### src/rtl/branch_resolve_ctrl.sv
// D-stage branch controller: forwards comparator operands, detects operand hazards,
// picks the comparator flag for the decoded branch and keeps delay-slot/stall statistics.
module branch_resolve_ctrl #(
   parameter int CNT_W     = 32,
   parameter int MAX_STALL = 2
) (
   input  logic             clk,
   input  logic             reset,
   input  logic [2:0]       d_br_type,
   input  logic [4:0]       d_rs,
   input  logic [4:0]       d_rt,
   input  logic [31:0]      rf_rd1,
   input  logic [31:0]      rf_rd2,
   input  logic [4:0]       e_wa,
   input  logic [1:0]       e_tnew,
   input  logic [31:0]      e_wd,
   input  logic [4:0]       m_wa,
   input  logic [1:0]       m_tnew,
   input  logic [31:0]      m_wd,
   input  logic             ext_stall,
   input  logic [5:0]       cmp_flags,
   output logic [31:0]      cmp_in1,
   output logic [31:0]      cmp_in2,
   output logic             br_stall,
   output logic             br_taken,
   output logic             ds_flag,
   output logic             stall_err,
   output logic [CNT_W-1:0] br_cnt,
   output logic [CNT_W-1:0] taken_cnt,
   output logic [CNT_W-1:0] stall_cnt
);

   localparam int RUN_W = $clog2(MAX_STALL + 2);

   typedef enum logic {IDLE, STALL} state_t;

   state_t           state, state_n;
   logic [RUN_W-1:0] run_cnt;
   logic             br_v, rt_used, hz_rs, hz_rt, res, flag_sel, advance;

   function automatic logic [31:0] fwd(input logic [4:0] r, input logic [31:0] rf,
                                       input logic [4:0] ewa, input logic [1:0] etn,
                                       input logic [31:0] ewd, input logic [4:0] mwa,
                                       input logic [1:0] mtn, input logic [31:0] mwd);
      if (r == 5'd0)                     return 32'd0;
      else if (r == ewa && etn == 2'd0)  return ewd;
      else if (r == mwa && mtn == 2'd0)  return mwd;
      else                               return rf;
   endfunction

   // A ready E result shadows a pending M write to the same register.
   function automatic logic hazard(input logic [4:0] r, input logic [4:0] ewa,
                                   input logic [1:0] etn, input logic [4:0] mwa,
                                   input logic [1:0] mtn);
      return (r != 5'd0) &&
             ((r == ewa && etn != 2'd0) ||
              (r == mwa && mtn != 2'd0 && !(r == ewa && etn == 2'd0)));
   endfunction

   assign cmp_in1 = fwd(d_rs, rf_rd1, e_wa, e_tnew, e_wd, m_wa, m_tnew, m_wd);
   assign cmp_in2 = fwd(d_rt, rf_rd2, e_wa, e_tnew, e_wd, m_wa, m_tnew, m_wd);

   assign br_v    = (d_br_type != 3'd0) && (d_br_type != 3'd7);
   assign rt_used = (d_br_type == 3'd1) || (d_br_type == 3'd2);
   assign hz_rs   = hazard(d_rs, e_wa, e_tnew, m_wa, m_tnew);
   assign hz_rt   = hazard(d_rt, e_wa, e_tnew, m_wa, m_tnew);

   assign br_stall = br_v & (hz_rs | (rt_used & hz_rt));
   assign advance  = ~br_stall & ~ext_stall;
   assign res      = br_v & advance;

   always_comb begin
      flag_sel = 1'b0;
      case (d_br_type)
         3'd1:    flag_sel = cmp_flags[0];
         3'd2:    flag_sel = cmp_flags[1];
         3'd3:    flag_sel = cmp_flags[2];
         3'd4:    flag_sel = cmp_flags[3];
         3'd5:    flag_sel = cmp_flags[4];
         3'd6:    flag_sel = cmp_flags[5];
         default: flag_sel = 1'b0;
      endcase
   end

   assign br_taken = res & flag_sel;

   always_ff @(posedge clk) begin
      if (reset) state <= IDLE;
      else       state <= state_n;
   end

   always_comb begin
      state_n = state;
      case (state)
         IDLE:    if (br_stall)  state_n = STALL;
         STALL:   if (!br_stall) state_n = IDLE;
         default: state_n = IDLE;
      endcase
   end

   // run_cnt caps one past MAX_STALL; the error is already latched by then.
   always_ff @(posedge clk) begin
      if (reset) begin
         run_cnt   <= '0;
         stall_err <= 1'b0;
         ds_flag   <= 1'b0;
      end else begin
         if (!br_stall)                             run_cnt <= '0;
         else if (run_cnt <= RUN_W'(MAX_STALL))     run_cnt <= run_cnt + 1'b1;
         if (br_stall && run_cnt == RUN_W'(MAX_STALL)) stall_err <= 1'b1;
         if (advance)                               ds_flag <= br_taken;
      end
   end

   always_ff @(posedge clk) begin
      if (reset) begin
         br_cnt    <= '0;
         taken_cnt <= '0;
         stall_cnt <= '0;
      end else begin
         if (res && br_cnt != '1)         br_cnt    <= br_cnt + 1'b1;
         if (br_taken && taken_cnt != '1) taken_cnt <= taken_cnt + 1'b1;
         if (br_stall && stall_cnt != '1) stall_cnt <= stall_cnt + 1'b1;
      end
   end

endmodule

### config.mk
export PLATFORM = sky130hd
export DESIGN_NAME = branch_resolve_ctrl
export DESIGN_NICKNAME = d
export VERILOG_FILES = /design/src/rtl/branch_resolve_ctrl.sv
export SDC_FILE = /design/constraint.sdc
export NUM_CORES = 1
export LEC_CHECK = 0
export ABC_CLOCK_PERIOD_IN_PS = 3200
export CORE_MARGIN = 3
export CORE_UTILIZATION = 42
export DETAILED_ROUTE_END_ITERATION = 10
export GPL_ROUTABILITY_DRIVEN = 0
export GPL_TIMING_DRIVEN = 0
export PLACE_DENSITY = 0.81
export SYNTH_ARGS = -nofsm -noshare
export SYNTH_HDL_FRONTEND = slang
export SYNTH_SLANG_ARGS = --single-unit
### constraint.sdc
create_clock -name clk -period 3.2 [get_ports clk]
set_input_delay 0.32 -clock clk [delete_from_list [all_inputs] [get_ports clk]]
set_output_delay 0.32 -clock clk [all_outputs]
set_load 0.01 [all_outputs]
Yosys cells after proc, flatten, opt, wreduce, memory -nomap -nowiden:

Cells that the tools add are included.

* bitwise operators: 8
* $lt $le $gt $ge: 1
* reductions and logical operators: 32
* $add $sub $neg: 4
* muxes and demuxes: 7
* equality and inequality tests: 15

Operators by type and width (count)
* 32-bit two-way mux: 6
* 32-bit by 1-bit adder with 32-bit output, second input constant: 3
* 32-bit inequality test, second input constant: 3
* 5-bit == test: 4
* 1-bit logical AND: 17
* 5-bit zero test: 2
* 5-bit nonzero test: 2
* 3-bit == test, second input constant: 3
* 3-bit by 2-bit == test with 1-bit output, second input constant: 2
* 1-bit case mux with 6 select lines: 1
* 1-bit AND: 5
* 2-bit zero test: 2
* 2-bit nonzero test: 2
* 3-bit by 1-bit == test with 1-bit output, second input constant: 1
* 1-bit logical OR: 3
* 3-bit inequality test, second input constant: 1
* 3-bit nonzero test: 1
* 2-bit by 1-bit adder with 2-bit output, second input constant: 1
* 2-bit == test, second input constant: 1
* 2-bit less-or-equal comparator, second input constant: 1
* 1-bit zero test: 2
* 1-bit NOT: 2
* 2-bit OR reduction: 1
* 1-bit bitwise OR: 1

* bits of input ports: 164
* output and inout bits: 164
* logic and storage cells: 73
* register bits: 100

Longest topological paths before layout:

* depth in word-level cells: 14
* gate-level depth with buffers: 11
* mapped depth without buffers: 8

Worst setup path before layout:

Ideal clock, no wire load.

* kind: register to register
* start point: register stall_cnt[0]
* end point: register stall_cnt[27]
* library setup time: 0.121 ns
* path slack: 0.506 ns
* arrival time: 2.573 ns
* path buffers: 3
* data required time: 3.079 ns
* stages on the path, launching flop included: 11
* clock period less this slack: 2.694 ns
* path through: dfxtp_1 > ha_1 > nand3_1 > or4b_1 > clkbuf_1 > or3_1 > clkbuf_1 > and3_1 > clkbuf_1 > nand4_1 > mux2_2

* longest elaborated chain between the ends: 2
* elaborated cells on any way between the ends: 3
* those cells by class: add/sub (1); eq/ne (1); reduce/logical (1)

Ends and longest elaborated chain
* from (decl): line 30 `output logic [CNT_W-1:0] stall_cnt`
* from (signal assigned): line 123 `if (br_stall && stall_cnt != '1) stall_cnt <= stall_cnt + 1'b1;`
* branches (longest 2 deep; another with 32-bit by 1-bit adder with 32-bit output)

Parallel ways; which one is timed is not known.
A chain may end at the register's enable or synchronous reset.

Worst setup path after layout:

* start point: input port m_wa[2]
* end point: output port cmp_in2[19]

* longest elaborated chain between the ends: 5

Ends and longest elaborated chain
* from (decl): line 17 `input logic [4:0] m_wa,`
* 5-bit == test: line 47 `else if (r == mwa && mtn == 2'd0) return mwd;`
* 1-bit logical AND: line 47
* 32-bit two-way mux: line 47
* 32-bit two-way mux: line 46 `else if (r == ewa && etn == 2'd0) return ewd;`
* 32-bit two-way mux: line 45 `if (r == 5'd0) return 32'd0;`
* to (decl): line 23 `output logic [31:0] cmp_in2,`

Every way passes these cells.

==> results_dict.tcl <==
set metrics [dict create \
    status "finished, final reports clean" \
    clk_latency_ns 0.35 \
    p_leak_uw 0.00364 \
    cts.sinks 100 \
    hold_ws_ns 0.497 \
    whs_endpoint "taken_cnt[17]$_SDFFE_PP0P_" \
    setup_viol 0 \
    synth.distinct_cells 55 \
    skew_ns 0.00723 \
    core_um2 15500 \
    worst_pin_slew_ns 1.04 \
    pin_count 328 \
    overflow 0 \
    wl_per_cell_um 21.6 \
    p_per_area_nw_per_um2 274 \
    rr_worst_depth 10 \
    area_growth_pct 60.5 \
    vdd_ir_drop_max_mv 0.222 \
    cp-start-kind "input pin" \
    n_fill_cell 1301 \
    seq_area_frac_synth_pct 29.4 \
    finalPower_uw 2990 \
    r2r-start "stall_cnt[0]$_SDFFE_PP0P_" \
    cts.clk_slew.worst_paths_ns 0.07 \
    slew_violations 0 \
    nNetsFinal 1401 \
    rr_endpoint "stall_cnt[31]$_SDFFE_PP0P_" \
    min_path_type "reg -> reg" \
    routed_wl_um 31500 \
    root_buffer "clkbuf_16" \
    grt_pass1_wl_um 46700 \
    finalHoldViolCount 0 \
    synth_ff_type "dfxtp_1" \
    dpl.hpwl_um 25600 \
    start_util_pct 43.8 \
    vias 8271 \
    endpoint_kind "primary output" \
    slew_headroom_pct 30.7 \
    die_y_um 133 \
    syn_inst 891 \
    required_ns 2.88 \
    worstSetupPathType "in -> out" \
    viasPerCell 5.69 \
    port_buffers 325 \
    cts_max_path_buffers 2 \
    cts_max_level 3 \
    cts_tree "done" \
    timing.fmax_mhz 315 \
    critPathMaxFanout 8 \
    cap_violations 0 \
    synth.net_count 1060 \
    worst_ep_arrival_time_ns 2.86 \
    yosysWarnings 0 \
    die_area_um2 17800 \
    die_w_um 133 \
    grt_pass1_vias 7760 \
    drt_iter0_markers 639 \
    rsz0062_at_grt "yes" \
    track_usage_pct 33.8 \
    layout-drive-gt1-share_pct 7.36 \
    numCtsBuffers 9 \
    synth_edf_count 0 \
    syn-cell-area_um2 6800 \
    ys_ff_latch 100 \
    fin_crit_ns 3.18 \
    drtAntennaViolNets 0 \
    grt_max_degree 16 \
    firstDrtPassIters 5 \
    min_from "taken_cnt[17]$_SDFFE_PP0P_" \
    rows 45 \
    drc 0 \
    seqCellArea_um2 2000 \
    holdPathStages 2 \
    antenna_found_initial 9 \
    period_share_pct 99.4 \
    multi_input_area_um2 4650 \
    async_reset_ff_share_pct 0 \
    r2r_slack_ns 0.22 \
    avgSynthCellArea_um2 7.63 \
]
report_power, final:
part           total (µW)  switching, µW  internal [µW]
sequential           1260           10.1           1250
clock                1030            479            549
combinational         705            328            377
repair_timing:
item / 4_1_cts / 5_1_grt
hold endpoints to repair: 0 / 0
gates resized for setup: 52 / 44
pin swaps: 2 / 2
buffers inserted: 5 / 3
hold buffers: 0 / 0
endpoints found under the setup margin: 80 / 57
synthesized netlist by cell type, types with 4 or more instances:
| cell type | instances | share of area [%] |
|---|---|---|
| o21ai_0 | 48 | 3.5 |
| nor2_1 | 122 | 6.7 |
| dfxtp_1 | 100 | 29 |
| a211oi_1 | 32 | 3.5 |
| and3_1 | 15 | 1.4 |
| nor4_1 | 25 | 2.3 |
| and2_1 | 5 | 0.46 |
| inv_1 | 17 | 0.94 |
| nand2_1 | 74 | 4.1 |
| nand4_1 | 27 | 2.5 |
| and4_1 | 9 | 1.2 |
| nor3_1 | 32 | 2.4 |
| xnor2_1 | 56 | 7.2 |
| clkbuf_1 | 47 | 2.6 |
| nand3_1 | 43 | 3.2 |
| nor4b_1 | 4 | 0.52 |
| mux2i_1 | 65 | 9.6 |
| or4_1 | 17 | 1.9 |
| ha_1 | 5 | 0.92 |
| o31ai_1 | 11 | 1.2 |
| xor2_1 | 28 | 3.6 |
| nor2b_1 | 6 | 0.55 |
| a21oi_1 | 33 | 2.4 |
| a31o_2 | 4 | 0.52 |
| or3_1 | 16 | 1.5 |
| buf_2 | 8 | 0.59 |
state kept, by name (all words and copies together) (netlist names):
signal / count
br_cnt: 32
ds_flag: 1
run_cnt: 2
stall_cnt: 32
stall_err: 1
taken_cnt: 32
worst max-delay path, cell delays in order:
cell	delay (ns)
clkdlybuf4s50_1	0.47
xor2_1	0.20
nor3_2	0.24
nor4b_4	0.34
buf_6	0.25
mux2i_2	0.38
a211oi_1	0.13
clkdlybuf4s50_1	0.52
metrics by stage:
stage | setup WS [ns] | instance area, µm² | instances | util, % | TNS, ns
after floorplan | 0.506 | 6800 | 891 | - | 0
after global placement | -1.09 | 10300 | 1427 | 66.4 | -59.87
after detailed placement | -1.08 | 10300 | 1427 | 66.4 | -58.16
after CTS | 0.00235 | 10800 | 1446 | 69.3 | 0
after global routing | -0.0163 | 10900 | 1454 | 70.2 | -0.0163
final | 0.0206 | 10900 | 1454 | 70.2 | 0
layer usage:
layer | vias up | GRT usage [%] | wire length [µm]
met5 | - | 0 | 27
met4 | 4 | 15.5 | 1510
met3 | 84 | 10.2 | 3170
met2 | 403 | 56.0 | 14800
met1 | 3889 | 40.4 | 12000
li1 | 3891 | - | -
worst max path at each step:
stage	start	endpoint
2_1_floorplan	stall_cnt[0]$_SDFFE_PP0P_	stall_cnt[27]$_SDFFE_PP0P_
3_3_place_gp	m_wa[2]	cmp_in2[18]
3_5_place_dp	d_rt[1]	br_stall
4_1_cts	m_wa[2]	cmp_in2[20]
5_1_grt	d_rt[1]	br_taken
6_report	m_wa[2]	cmp_in2[19]
layout by cell type (no fill, tap or decap), types with 4 or more instances in the layout:
cell,n
ha_1,5
buf_4,9
nand4_1,27
xnor2_1,56
nand3_1,43
mux2i_1,57
nand2_1,73
dlymetal6s2s_1,16
a211oi_1,27
clkdlybuf4s50_1,301
clkbuf_16,9
nor4_1,25
mux2i_4,5
a21oi_1,33
clkbuf_1,30
dlygate4sd2_1,7
clkbuf_8,5
inv_1,16
nor3_1,29
and2_1,5
buf_2,6
dfxtp_1,100
and4_1,9
and3_1,14
or3_1,16
diode_2,7
clkbuf_4,5
or4_1,17
xor2_1,28
nor2_1,120
o21ai_0,47
clkbuf_2,10
nor2b_1,6
a211oi_2,4
o31ai_1,11
kinds of logic (layout without fill, tap and decap cells):
group | count (synthesis) | after routing | synth area share (%)
flip-flops | 100 | 100 | 29.4
multiplexers | 68 | 68 | 10.1
XOR/XNOR | 84 | 84 | 10.8
AO/OA/AOI/OAI | 139 | 139 | 12.7
AND/OR/NAND/NOR | 419 | 419 | 31.4
adder cells (fa/ha/maj) | 5 | 5 | 0.920
other | 0 | 7 | 0
buffers and inverters | 76 | 421 | 4.69
area by class of cell:
cell class | instances | area share [%]
tap | 211 | 2.42
inverter | 17 | 0.585
buffer | 56 | 2.81
clock buffer | 12 | 2.26
sequential | 100 | 18.3
antenna | 7 | 0.160
timing repair buffer | 333 | 30.6
clock inverter | 3 | 0.206
multi-input combinational | 715 | 42.6
No activity file was read; power rests on OpenSTA's default activity.
